### src/rtl/muldiv_unit.sv
// Iterative multiply/divide unit with architectural HI/LO registers (MULT/MULTU/DIV/DIVU/MTHI/MTLO).
// Define MULDIV_DIV_EN to build the divider; without it DIV/DIVU are ignored and DivZero is tied low.
module muldiv_unit #(
   parameter int WIDTH = 32
) (
   input  logic             CLK,
   input  logic             RST,
   input  logic             Start,
   input  logic [2:0]       Op,
   input  logic [WIDTH-1:0] Rdata1,
   input  logic [WIDTH-1:0] Rdata2,
   output logic             Busy,
   output logic             Done,
   output logic             DivZero,
   output logic [WIDTH-1:0] Hi,
   output logic [WIDTH-1:0] Lo
);
   localparam int CW = $clog2(WIDTH + 1);

   localparam logic [1:0] S_IDLE = 2'd0;
   localparam logic [1:0] S_MUL  = 2'd1;
   localparam logic [1:0] S_FIX  = 2'd3;
   localparam logic [2:0] OP_MULT  = 3'b000;
   localparam logic [2:0] OP_MULTU = 3'b001;
   localparam logic [2:0] OP_MTHI  = 3'b100;
   localparam logic [2:0] OP_MTLO  = 3'b101;
`ifdef MULDIV_DIV_EN
   localparam logic [1:0] S_DIV    = 2'd2;
   localparam logic [2:0] OP_DIV   = 3'b010;
   localparam logic [2:0] OP_DIVU  = 3'b011;
`endif

   logic [1:0]         state_q, state_d;
   logic [CW-1:0]      cnt_q, cnt_d;
   logic [2*WIDTH-1:0] acc_q, acc_d;     // {partial hi / remainder, multiplier / quotient}
   logic [WIDTH-1:0]   opb_q, opb_d;     // multiplicand or divisor magnitude
   logic               sign_q, sign_d;   // product / quotient negative
   logic               rsign_q, rsign_d; // remainder negative
   logic               is_div_q, is_div_d;
   logic [WIDTH-1:0]   hi_q, hi_d, lo_q, lo_d;
   logic               done_q, done_d, dz_q, dz_d;

   logic             signed_op, a_neg, b_neg;
   logic [WIDTH-1:0] a_mag, b_mag;

   // Signed ops have Op[0] == 0; magnitudes are what the iteration consumes.
   assign signed_op = ~Op[0];
   assign a_neg     = signed_op & Rdata1[WIDTH-1];
   assign b_neg     = signed_op & Rdata2[WIDTH-1];
   assign a_mag     = a_neg ? -Rdata1 : Rdata1;
   assign b_mag     = b_neg ? -Rdata2 : Rdata2;

   logic [WIDTH:0] mul_sum;
   assign mul_sum = {1'b0, acc_q[2*WIDTH-1:WIDTH]}
                  + (acc_q[0] ? {1'b0, opb_q} : {(WIDTH+1){1'b0}});

`ifdef MULDIV_DIV_EN
   logic [WIDTH:0] div_shift, div_diff;
   assign div_shift = {acc_q[2*WIDTH-1:WIDTH], acc_q[WIDTH-1]};
   assign div_diff  = div_shift - {1'b0, opb_q};
`endif

   logic [2*WIDTH-1:0] prod_fix;
   logic [WIDTH-1:0]   quot_fix, rem_fix;
   assign prod_fix = sign_q  ? -acc_q : acc_q;
   assign quot_fix = sign_q  ? -acc_q[WIDTH-1:0] : acc_q[WIDTH-1:0];
   assign rem_fix  = rsign_q ? -acc_q[2*WIDTH-1:WIDTH] : acc_q[2*WIDTH-1:WIDTH];

   always_comb begin
      // NOTE: every next-state signal gets a default first so no path leaves it unassigned (no latches).
      state_d  = state_q;
      cnt_d    = cnt_q;
      acc_d    = acc_q;
      opb_d    = opb_q;
      sign_d   = sign_q;
      rsign_d  = rsign_q;
      is_div_d = is_div_q;
      hi_d     = hi_q;
      lo_d     = lo_q;
      done_d   = 1'b0;
      dz_d     = 1'b0;
      case (state_q)
         S_IDLE: begin
            if (Start) begin
               case (Op)
                  OP_MULT, OP_MULTU: begin
                     state_d  = S_MUL;
                     cnt_d    = '0;
                     acc_d    = {{WIDTH{1'b0}}, b_mag};
                     opb_d    = a_mag;
                     sign_d   = a_neg ^ b_neg;
                     rsign_d  = 1'b0;
                     is_div_d = 1'b0;
                  end
`ifdef MULDIV_DIV_EN
                  OP_DIV, OP_DIVU: begin
                     if (Rdata2 == '0) begin
                        hi_d   = Rdata1;
                        lo_d   = '1;
                        done_d = 1'b1;
                        dz_d   = 1'b1;
                     end else begin
                        state_d  = S_DIV;
                        cnt_d    = '0;
                        acc_d    = {{WIDTH{1'b0}}, a_mag};
                        opb_d    = b_mag;
                        sign_d   = a_neg ^ b_neg;
                        rsign_d  = a_neg;
                        is_div_d = 1'b1;
                     end
                  end
`endif
                  OP_MTHI: hi_d = Rdata1;
                  OP_MTLO: lo_d = Rdata1;
                  default: ;
               endcase
            end
         end
         S_MUL: begin
            acc_d = {mul_sum, acc_q[WIDTH-1:1]};
            cnt_d = cnt_q + 1'b1;
            if (cnt_q == CW'(WIDTH - 1)) state_d = S_FIX;
         end
`ifdef MULDIV_DIV_EN
         S_DIV: begin
            // Restoring step: keep the trial difference only when it does not go negative.
            if (!div_diff[WIDTH]) acc_d = {div_diff[WIDTH-1:0], acc_q[WIDTH-2:0], 1'b1};
            else                  acc_d = {div_shift[WIDTH-1:0], acc_q[WIDTH-2:0], 1'b0};
            cnt_d = cnt_q + 1'b1;
            if (cnt_q == CW'(WIDTH - 1)) state_d = S_FIX;
         end
`endif
         S_FIX: begin
            if (is_div_q) begin
               hi_d = rem_fix;
               lo_d = quot_fix;
            end else begin
               {hi_d, lo_d} = prod_fix;
            end
            done_d  = 1'b1;
            state_d = S_IDLE;
         end
         default: state_d = S_IDLE;
      endcase
   end

   always_ff @(posedge CLK) begin
      // NOTE: sequential state uses non-blocking assignments so all registers update together.
      if (RST) begin
         state_q  <= S_IDLE;
         cnt_q    <= '0;
         acc_q    <= '0;
         opb_q    <= '0;
         sign_q   <= 1'b0;
         rsign_q  <= 1'b0;
         is_div_q <= 1'b0;
         hi_q     <= '0;
         lo_q     <= '0;
         done_q   <= 1'b0;
         dz_q     <= 1'b0;
      end else begin
         state_q  <= state_d;
         cnt_q    <= cnt_d;
         acc_q    <= acc_d;
         opb_q    <= opb_d;
         sign_q   <= sign_d;
         rsign_q  <= rsign_d;
         is_div_q <= is_div_d;
         hi_q     <= hi_d;
         lo_q     <= lo_d;
         done_q   <= done_d;
         dz_q     <= dz_d;
      end
   end

   assign Busy    = (state_q != S_IDLE);
   assign Done    = done_q;
   assign DivZero = dz_q;
   assign Hi      = hi_q;
   assign Lo      = lo_q;

endmodule

### config.mk
export PLATFORM = sky130hd
export DESIGN_NAME = muldiv_unit
export DESIGN_NICKNAME = d
export VERILOG_FILES = /design/src/rtl/muldiv_unit.sv
export SDC_FILE = /design/constraint.sdc
export NUM_CORES = 1
export LEC_CHECK = 0
export ABC_AREA = 1
export BUFFER_PORTS_ARGS = -buffer_cell sky130_fd_sc_hd__buf_2
export CAP_MARGIN = 20
export CORE_AREA = 4 4 188 190
export DETAILED_ROUTE_END_ITERATION = 7
export DIE_AREA = 0 0 192 194
export PLACE_DENSITY_LB_ADDON = 0.12
export SYNTH_ARGS = -nofsm -noshare
export SYNTH_HDL_FRONTEND = slang
export SYNTH_SLANG_ARGS = --single-unit
### constraint.sdc
create_clock -name CLK -period 7.06 [get_ports CLK]
set_input_delay 0.706 -clock CLK [delete_from_list [all_inputs] [get_ports CLK]]
set_output_delay 0.706 -clock CLK [all_outputs]
set_load 0.01 [all_outputs]
==> flow_summary.ini <==
[status]
run_status = finished, final reports clean

[grt]
first_global_vias = 13818
grt_pass1_wl_um = 81680
pin_count_of_the_biggest_net_entering_global_routing = 74
antenna_violations_before_repair = 0
total_routing_usage_reported_by_global_routing_pct = 28.38
grt_remaining_overflow = 0

[power_and_ir_drop]
p_per_area_nw_per_um2 = 166.0
power.combinational.fraction_pct = 17.6
p_seq_share_pct = 40.7
cellInternalPower_uw = 1677
vdd.ir_drop.worst_mv = 0.1755
sw_frac_of_total_pct = 32.24
clkPwrFrac_pct = 41.7
switching_power_uw = 798.2
p_leak_uw = 0.007590
report.power.total_uw = 2476

[route]
iteration_0_drc_count_of_the_detailed_router = 1633
detail_route.wirelength_um = 54230
wire_per_inst_um = 18.76
vias_per_cell = 5.300
length_of_the_first_detailed_routing_pass_in_iterations = 6
num_vias = 15322
remaining_drc_errors = 0
ant_nets = 0

[sta]
maxSlewHeadroom_pct = 34.16
timing_max_transition_violations_final = 0
min_period_over_period_pct = 40.66
grt_setup_unrepaired = false
fin_skew_ns = 0.01474
upper_clock_frequency_limit_mhz = 348.3
setup_total_negative_slack_ns = 0
finalWorstPathRequiredPeriod_ns = 2.871
hold_viol = 0
setup_viol = 0
worstMarginPinSlew_ns = 0.9875

[clock_network]
ctsLongestPathBuffers = 2
cts_made_buffers = 17
tritoncts_num_sinks = 170
cts.clk_slew.worst_paths_ns = 0.07
post_cts_resize_count = 0
tritoncts_clock_tree = yes
htreeDepth = 4
worstSkewPairLatency_ns = 0.46
clockRootBuffer = sky130_fd_sc_hd__clkbuf_16
cts_post_setup_buffers_inserted = 0
ctsHoldBuffers = 0

[yosys]
synth-seq-area-share_pct = 25.64
synth.largest_area_cell = sky130_fd_sc_hd__dfxtp_1
synth_area_um2 = 13270
yosysWarnings = 0
postSynth.asyncResetShare_pct = 0
synthFlopType = sky130_fd_sc_hd__dfxtp_1
ys_seq_elements = 170
synth_top_cell_area_share_pct = 25.64
synth_cell_type_count = 45
syn-instance-count = 2344
yosys.cell_count.top_type = sky130_fd_sc_hd__nand2_1
nets_in_the_synthesized_netlist = 2451
synth.cells.most_frequent = sky130_fd_sc_hd__nand2_1 (776), sky130_fd_sc_hd__inv_1 (317), sky130_fd_sc_hd__nor2_1 (220)
leading_cell_types_by_total_area_after_synthesis = sky130_fd_sc_hd__dfxtp_1 (26%), sky130_fd_sc_hd__nand2_1 (22%), sky130_fd_sc_hd__inv_1 (9.0%), sky130_fd_sc_hd__nand3_1 (8.0%), sky130_fd_sc_hd__o21ai_0 (6.3%)
synth.avg_cell_area_um2 = 5.663
count_of_flip_flops_with_a_built_in_enable_after_synthesis = 0

[placed_design]
placedCellCount = 2858
port_buffers = 135
place.detailed.hpwl_um = 42360
place_congestion = 1.001

[worst_setup_path]
timing.critical_path.mode_cell = sky130_fd_sc_hd__nand2_1
critPathCaptureType = register
timing.critical_path.cells = buf_4 > nand2_1 > inv_1 > ha_1 > inv_1 > fa_1 > inv_1 > nand3_1 > nand3_1 > nand2_1 > nand2_1 > nand2_1 > nand3_1 > nand2_1 > nand3_1 > a21oi_1
critical_path_buf_inv_count = 4
required_ns = 7.35
critPathTopFamily = simple AND/OR/NAND/NOR gates
critical_path_arrival_ns = 3.16
setup.worst_path.class = register to register
critical_path_depth = 16
startpoint_types = register
worst_path_largest_cell_delay_ns = 0.40
peak_fanout_along_the_critical_path = 32
cpMaxStageDelayCell = sky130_fd_sc_hd__dfxtp_1
reg2reg_depth = 16

[die]
floorplan.core_area_um2 = 33450
design.portCount = 137
dieHeight_um = 194
num_rows = 67
floorplan.initialDensity_pct = 39.69
die_x_um = 192
floorplan.die_area_um2 = 37250

[final_layout]
final_layout_size_suffix_gt1_share_pct = 8.883
syn_to_final_growth_pct = 12.37
num-nets-final = 2537
instances_no_fill = 2891
antennaDiodeCount = 0

[job]
drv_cap = 0

[worst_hold_path]
min_path_type = register to register
min_delay_path_depth = 2
metal layers:
| layer | GRT usage [%] | wire length [um] | up-vias |
|---|---|---|---|
| met3 | 4.627 | 4242 | 53 |
| met5 | 0 | 0 | - |
| met1 | 42.94 | 26200 | 7034 |
| met2 | 41.29 | 22300 | 561 |
| li1 | - | - | 7674 |
| met4 | 8.162 | 1483 | 0 |
worst register-to-register path, stage by stage (launching register included):
cell,delay [ns]
sky130_fd_sc_hd__dfxtp_1,0.40
sky130_fd_sc_hd__buf_4,0.35
sky130_fd_sc_hd__nand2_1,0.10
sky130_fd_sc_hd__inv_1,0.09
sky130_fd_sc_hd__ha_1,0.23
sky130_fd_sc_hd__inv_1,0.07
sky130_fd_sc_hd__fa_1,0.35
sky130_fd_sc_hd__inv_1,0.14
sky130_fd_sc_hd__nand3_1,0.09
sky130_fd_sc_hd__nand3_1,0.17
sky130_fd_sc_hd__nand2_1,0.09
sky130_fd_sc_hd__nand2_1,0.17
sky130_fd_sc_hd__nand2_1,0.13
sky130_fd_sc_hd__nand3_1,0.14
sky130_fd_sc_hd__nand2_1,0.06
sky130_fd_sc_hd__nand3_1,0.07
sky130_fd_sc_hd__a21oi_1,0.07
power groups by stage:
stage	combinational, uW	sequential, uW	clock, uW
5_1_grt	480	1010	1080
6_report	435	1010	1030
3_5_place_dp	427	1030	0
2_1_floorplan	272	1020	0
4_1_cts	430	1010	1040
3_3_place_gp	425	1030	0
stage by stage:
stage	setup WS (ns)	area, um2	util, %	hold slack, ns
2_1_floorplan	4.777	13270	-	0.4259
3_3_place_gp	4.121	14280	42.70	0.4484
3_5_place_dp	4.031	14280	42.70	0.4563
4_1_cts	4.229	14900	44.53	0.4696
5_1_grt	3.979	14920	44.59	0.4843
6_report	4.189	14920	44.59	0.4679
final timing paths:
path                  from         to  slack, ns
setup / recovery  acc_q[0]  acc_q[55]       4.19
hold / removal       Lo[5]      Lo[5]       0.47
setup reg to reg  acc_q[0]  acc_q[55]       4.19
hold reg to reg      Lo[5]      Lo[5]       0.47
kinds of logic (layout without fill, tap and decap cells):
| family | count (synthesis) | count (layout) | share of synthesized area [%] |
|---|---|---|---|
| xor+xnor | 45 | 45 | 2.969 |
| simple gates | 1314 | 1314 | 41.32 |
| other cells | 1 | 1 | 0.02825 |
| fa+ha+maj | 37 | 37 | 3.544 |
| compound gates | 371 | 371 | 14.83 |
| buf+inv | 406 | 505 | 11.67 |
| flops | 170 | 170 | 25.64 |
sequential cells by signal, indices dropped and copies added (netlist names):
signal / count
opb_q: 32
Hi: 32
acc_q: 64
Lo: 32
Done: 1
sign_q: 1
cnt_q: 6
state_q: 2
cells in the final DEF, fill, tap and decap left out, drive strengths merged:
cell type and instances:
o21ai 216, o31ai 3, a31oi 9, nand4 53, bufinv 3, o221ai 4
nor2 225, and2 4, inv 331, nor3b 2, nor3 16, o21bai 4
ha 36, nor4 2, clkinvlp 1, nand3 211, nand3b 9, fa 1
xor2 42, nand2 780, o32ai 1, a32o 1, or2 12, o211ai 9
o22ai 2, o21a 2, clkbuf 18, buf 148, a21oi 119, a21o 1
clkinv 4, dfxtp 170, xnor2 3, conb 1
layout make-up:
class	instances	area [um2]
fillers	3718	18530
multi-input cells	1768	8332
flip-flops and latches	170	3405
inverters	325	1220
repair buffers	148	785.8
well taps	448	560.5
clock buffers	18	429.2
clock inverters	14	183.9
Power figures use the tool's default switching activity.
